[config.mk]
export PLATFORM = sky130hd
export DESIGN_NAME = bus_arbiter
export DESIGN_NICKNAME = d
export VERILOG_FILES = /design/src/rtl/bus_arbiter.sv
export SDC_FILE = /design/constraint.sdc
export NUM_CORES = 1
export LEC_CHECK = 0
export CORE_UTILIZATION = 38
export CTS_CLUSTER_SIZE = 28
export DETAILED_ROUTE_END_ITERATION = 16
export SKIP_LAST_GASP = 1
export SLEW_MARGIN = 10
export SYNTH_ARGS = -nofsm -noshare
export SYNTH_HDL_FRONTEND = slang
export SYNTH_SLANG_ARGS = --single-unit
export TNS_END_PERCENT = 20
[constraint.sdc]
create_clock -name clk -period 2.75 [get_ports clk]
set_input_delay 0.825 -clock clk [delete_from_list [all_inputs] [get_ports clk]]
set_output_delay 0.825 -clock clk [all_outputs]
set_load 0.02 [all_outputs]
[src/rtl/bus_arbiter.sv]
// Round-robin, dead-cycle, hold-limited arbiter for the shared 8-bit CPU bus.
// Optional waiting-cycle counter enabled by defining BUS_ARB_CONTENTION_EN.
module bus_arbiter #(
  parameter int NUM_REQ  = 4,
  parameter int MAX_HOLD = 15,
  parameter int CW       = 8
) (
  input  logic                                  clk,
  input  logic                                  rst,
  input  logic [NUM_REQ-1:0]                    req,
  output logic [NUM_REQ-1:0]                    grant,
  output logic                                  grant_valid,
  output logic [(NUM_REQ>1?$clog2(NUM_REQ):1)-1:0] grant_id,
  output logic                                  bus_idle,
  output logic                                  preempt
`ifdef BUS_ARB_CONTENTION_EN
  ,
  input  logic                                  cnt_clr,
  output logic [CW-1:0]                         contention_cnt
`endif
);

  localparam int IW = (NUM_REQ > 1) ? $clog2(NUM_REQ) : 1;

  typedef enum logic [1:0] {
    IDLE = 2'd0,
    OWN  = 2'd1,
    TURN = 2'd2
  } state_t;

  state_t            state_r;
  state_t            state_nxt_s;
  logic [IW-1:0]     ptr_r;
  logic [IW-1:0]     ptr_nxt_s;
  logic [CW-1:0]     hold_cnt_r;
  logic [CW-1:0]     hold_nxt_s;
  logic [NUM_REQ-1:0] grant_r;
  logic [NUM_REQ-1:0] grant_nxt_s;
  logic [IW-1:0]     grant_id_r;
  logic [IW-1:0]     id_nxt_s;
  logic              grant_valid_r;
  logic              bus_idle_r;
  logic              preempt_r;
  logic              preempt_nxt_s;

  logic              any_req_s;
  logic              others_s;
  logic              owner_req_s;
  logic              hold_lim_s;
  logic [IW-1:0]     pick_s;

  // First requester at or above p, wrapping; descending scan so the nearest wins.
  function automatic logic [IW-1:0] pick_f(input logic [NUM_REQ-1:0] r,
                                           input logic [IW-1:0] p);
    logic [IW-1:0] sel;
    int            j;
    sel = '0;
    for (int i = NUM_REQ - 1; i >= 0; i--) begin
      j = int'(p) + i;
      if (j >= NUM_REQ) begin
        j = j - NUM_REQ;
      end else begin
        j = j;
      end
      if (r[j]) begin
        sel = IW'(j);
      end else begin
        sel = sel;
      end
    end
    return sel;
  endfunction

  assign any_req_s   = |req;
  assign others_s    = |(req & ~grant_r);
  assign owner_req_s = req[grant_id_r];
  assign hold_lim_s  = (hold_cnt_r >= CW'(MAX_HOLD - 1));
  assign pick_s      = pick_f(req, ptr_r);

  // State and registered-output storage.
  always_ff @(posedge clk or posedge rst) begin
    if (rst) begin
      state_r       <= IDLE;
      ptr_r         <= '0;
      hold_cnt_r    <= '0;
      grant_r       <= '0;
      grant_id_r    <= '0;
      grant_valid_r <= 1'b0;
      bus_idle_r    <= 1'b1;
      preempt_r     <= 1'b0;
    end else begin
      state_r       <= state_nxt_s;
      ptr_r         <= ptr_nxt_s;
      hold_cnt_r    <= hold_nxt_s;
      grant_r       <= grant_nxt_s;
      grant_id_r    <= id_nxt_s;
      grant_valid_r <= |grant_nxt_s;
      bus_idle_r    <= ~(|grant_nxt_s);
      preempt_r     <= preempt_nxt_s;
    end
  end

  // Next-state decision.
  always_comb begin
    state_nxt_s = state_r;
    case (state_r)
      IDLE: begin
        if (any_req_s) state_nxt_s = OWN;
        else           state_nxt_s = IDLE;
      end
      OWN: begin
        if (!owner_req_s)                state_nxt_s = TURN;
        else if (hold_lim_s && others_s) state_nxt_s = TURN;
        else                             state_nxt_s = OWN;
      end
      TURN: begin
        if (any_req_s) state_nxt_s = OWN;
        else           state_nxt_s = IDLE;
      end
      default: state_nxt_s = IDLE;
    endcase
  end

  // Grant, pointer, hold-timer and preempt values for the next cycle.
  always_comb begin
    grant_nxt_s   = grant_r;
    id_nxt_s      = grant_id_r;
    preempt_nxt_s = 1'b0;
    hold_nxt_s    = hold_cnt_r;
    ptr_nxt_s     = ptr_r;
    case (state_r)
      IDLE, TURN: begin
        hold_nxt_s = '0;
        if (any_req_s) begin
          grant_nxt_s = {{(NUM_REQ-1){1'b0}}, 1'b1} << pick_s;
          id_nxt_s    = pick_s;
          if (pick_s == IW'(NUM_REQ - 1)) ptr_nxt_s = '0;
          else                            ptr_nxt_s = pick_s + IW'(1);
        end else begin
          grant_nxt_s = '0;
          id_nxt_s    = '0;
        end
      end
      OWN: begin
        if (hold_cnt_r == {CW{1'b1}}) hold_nxt_s = hold_cnt_r;
        else                          hold_nxt_s = hold_cnt_r + CW'(1);
        // A voluntary drop on the limit cycle is a plain release, not a preempt.
        if (!owner_req_s) begin
          grant_nxt_s = '0;
          id_nxt_s    = '0;
        end else if (hold_lim_s && others_s) begin
          grant_nxt_s   = '0;
          id_nxt_s      = '0;
          preempt_nxt_s = 1'b1;
        end else begin
          grant_nxt_s = grant_r;
        end
      end
      default: begin
        grant_nxt_s = '0;
        id_nxt_s    = '0;
        hold_nxt_s  = '0;
      end
    endcase
  end

  assign grant       = grant_r;
  assign grant_id    = grant_id_r;
  assign grant_valid = grant_valid_r;
  assign bus_idle    = bus_idle_r;
  assign preempt     = preempt_r;

`ifdef BUS_ARB_CONTENTION_EN
  logic [CW-1:0] contention_r;
  logic          multi_req_s;

  // Two or more bits set leaves a nonzero residue after clearing the lowest one.
  assign multi_req_s = |(req & (req - NUM_REQ'(1)));

  // Saturating count of cycles with someone waiting; clear has priority.
  always_ff @(posedge clk or posedge rst) begin
    if (rst) begin
      contention_r <= '0;
    end else if (cnt_clr) begin
      contention_r <= '0;
    end else if (multi_req_s && (contention_r != {CW{1'b1}})) begin
      contention_r <= contention_r + CW'(1);
    end else begin
      contention_r <= contention_r;
    end
  end

  assign contention_cnt = contention_r;
`endif

endmodule

==> impl_metrics.tcl <==
set metrics [dict create \
    place_area_sq_um 1360 \
    crit_required_ns 2.96 \
    synth-edff-count 0 \
    cts.htree.levels 1 \
    r2r-start "ptr_r[1]$_DFFE_PP0P_" \
    viasPerCell 5.55 \
    diodes 0 \
    place_congestion 0.763 \
    cp-end-kind "flop" \
    cts_resized 0 \
    clock_latency_ns 0.31 \
    die_w_um 56.3 \
    n_fill_cell 268 \
    crit_path_end "grant_valid$_DFF_PP0_" \
    power.leakage_nw 0.627 \
    finalSetupViolations 0 \
    grt_max_degree 22 \
    num_vias 904 \
    cpPeakStageDelay_ns 0.48 \
    clockBufferDepth 2 \
    first_global_vias 920 \
    power.total_w 0.00123 \
    track_usage_pct 16.2 \
    yosysSeqAreaShare_pct 46.9 \
    synth_area_leaders "dfrtp_1, ha_1, a22o_1" \
    cp_cell_sequence "clkdlybuf4s50_1 > mux2i_1 > nor2_1 > a311oi_1 > inv_1 > ha_1 > nor4_1 > inv_1 > a22o_1" \
    cts_setup_buffers 0 \
    crit_fanout 5 \
    drcViolationCount 0 \
    post-dp-hpwl_um 1680 \
    synthAdderAreaFrac_pct 6.69 \
    final_antenna_net_count 0 \
    drive_above_1_share_pct 11.4 \
    yosysMostFrequentCell "dfrtp_1" \
    synth-seq-cells 21 \
    layout_setup_ws_ns 0.235 \
    power_density_nw_per_um2 887 \
    muxShareOfSynthArea_pct 3.68 \
    finalNetCount 145 \
    irDropWorstVdd_mv 0.508 \
    crit_path_start "req[2]" \
    min_path_type "flop to flop" \
    layout_min_cycle_time_ns 2.52 \
    drv_cap 0 \
    grt.overflow.total 0 \
    routed_wl_um 2250 \
    yosys.area_share.xor_xnor_pct 2.34 \
    ys_types 38 \
    postSynthCellCount 107 \
    cts_tree "done" \
    syn_nets 119 \
    hold_violations 0 \
    start_kind "input port" \
    synth_compound_gate_area_share_pct 19.5 \
    dieArea_sq_um 3170 \
    core_area_sq_um 2780 \
    synth_top_family_by_area "compound AO/OA/AOI/OAI gates" \
    ys_warn_count 0 \
    fin_area_sq_um 1390 \
    clock.fmax_mhz 398 \
    antenna_found_initial 0 \
    wl_per_cell_um 13.8 \
    post-synth-top-area-cell "dfrtp_1" \
    hold_buffers 0 \
    slew_headroom_pct 48.5 \
    port_buffers 14 \
    ios 15 \
    rsz0062_at_grt "false" \
    synthSimpleGateAreaFrac_pct 18.2 \
    first_iter_violations 38 \
    syn2layout_area_growth_pct 23.4 \
    critPathSlowestCell "clkdlybuf4s50_1" \
    report.final.slew_viol_count 0 \
    rows 19 \
    start_util_pct 40.4 \
    grt_pass1_wl_um 4010 \
    clock-sinks 21 \
    cts_buffers 3 \
    root_buffer "clkbuf_4" \
    place_ws_ns -0.0833 \
    reg2reg_setup_slack_ns 0.74 \
    worst_pin_slew_ns 0.770 \
    synth_top_area_share_pct 44.6 \
    crit_top_cell "inv_1" \
    synth.avg_cell_area_sq_um 10.5 \
    cp_data_arrival_time_ns 2.72 \
    outcome "finished clean" \
    r2r-end "grant_valid$_DFF_PP0_" \
    synthArstFlopShare_pct 100 \
    fin_skew_ns 0.00167 \
    clk_transition_reported_paths_ns 0.12 \
    synth_area_sq_um 1120 \
    synth_ff_type "dfrtp_1" \
    period_share_pct 91.5 \
    netlist_top_cells_count "dfrtp_1, nor2_1, a22o_1, inv_1, ha_1" \
    firstDrtPassIters 4 \
    die_h_um 56.3 \
    final_util_pct 49.8 \
    crit_type "input port to flop" \
    r2r_cells 8 \
]
## layout make-up
class / instances / area, sq um / share of cell area [%]
tap: 31 / 38.8 / 2.80
sequential: 21 / 527 / 38.0
inverter: 7 / 26.3 / 1.90
clock inverter: 1 / 5.00 / 0.361
multi-input combinational: 78 / 566 / 40.8
timing repair buffer: 22 / 200 / 14.5
clock buffer: 3 / 22.5 / 1.63
## kinds of logic after synthesis
| logic type | after synthesis |
|---|---|
| flip-flops | 21 |
| buffers and inverters | 8 |
| AND/OR/NAND/NOR | 36 |
| adder cells (fa/ha/maj) | 6 |
| AO/OA/AOI/OAI | 29 |
| multiplexers | 4 |
| XOR/XNOR | 3 |
## per-stage QoR
| stage | hold slack (ns) | cells | setup TNS, ns |
|---|---|---|---|
| floorplan | 0.510 | 107 | 0 |
| global placement | 0.539 | 159 | -0.0145 |
| detailed placement | 0.543 | 159 | -0.0919 |
| CTS | 0.574 | 163 | 0 |
| global route | 0.598 | 163 | 0 |
| finish | 0.568 | 163 | 0 |
## registers in the layout, indices dropped and copies added, names as in the netlist
| name | flops |
|---|---|
| hold_cnt_r | 8 |
| grant | 4 |
| grant_id | 2 |
| ptr_r | 2 |
| state_r | 2 |
| bus_idle | 1 |
| grant_valid | 1 |
| preempt | 1 |
## worst min-delay path by stage
stage / from / endpoint / slack, ns / cells past startpoint
floorplan: hold_cnt_r[2]$_DFFE_PP0P_ / hold_cnt_r[2]$_DFFE_PP0P_ / 0.51 / 1
global placement: hold_cnt_r[2]$_DFFE_PP0P_ / hold_cnt_r[2]$_DFFE_PP0P_ / 0.54 / 1
global route: grant[2]$_DFF_PP0_ / grant[2]$_DFF_PP0_ / 0.60 / 1
finish: grant[2]$_DFF_PP0_ / grant[2]$_DFF_PP0_ / 0.57 / 1
CTS: hold_cnt_r[2]$_DFFE_PP0P_ / hold_cnt_r[2]$_DFFE_PP0P_ / 0.57 / 1
detailed placement: grant[0]$_DFF_PP0_ / grant[0]$_DFF_PP0_ / 0.54 / 1
## where the power goes
| part | total, W | internal (W) | switching (W) |
|---|---|---|---|
| clock | 0.000153 | 0.0000543 | 0.0000989 |
| combinational | 0.000571 | 0.000285 | 0.000286 |
| sequential | 0.000505 | 0.000407 | 0.0000986 |
## critical path: cells and delay by family
family | cells | cell delay, ns
buf+inv | 3 | 0.69
compound gates | 2 | 0.49
simple gates | 2 | 0.32
fa+ha+maj | 1 | 0.23
mux | 1 | 0.18
## routing by layer
layer / up-vias / global-route usage, % / routed length (um)
li1: 446 / - / -
met1: 447 / 18.3 / 1030
met2: 9 / 29.3 / 1150
met3: 2 / 4.84 / 56
met4: 0 / 4.53 / 15
met5: - / 0 / 0
## cells in the final DEF (no fill, tap or decap), drive strengths merged, types with 2 or more instances in the layout
master         netlist  layout
xor2                 2       2
buf                  0       8
clkbuf               1       3
mux2i                3       3
dfrtp               20      20
nand3                3       3
a21oi                6       6
a22o                 7       7
nor4                 3       3
nand4                2       2
nor2                 8       8
a31oi                4       4
clkdlybuf4s50        0      14
nand2b               5       5
o21ai                3       3
nand2                3       3
o211ai               2       2
inv                  7       7
o2111ai              2       2
ha                   6       6
and3                 2       2
nor3b                2       2
Note: power is estimated with default switching activity, not from simulation.
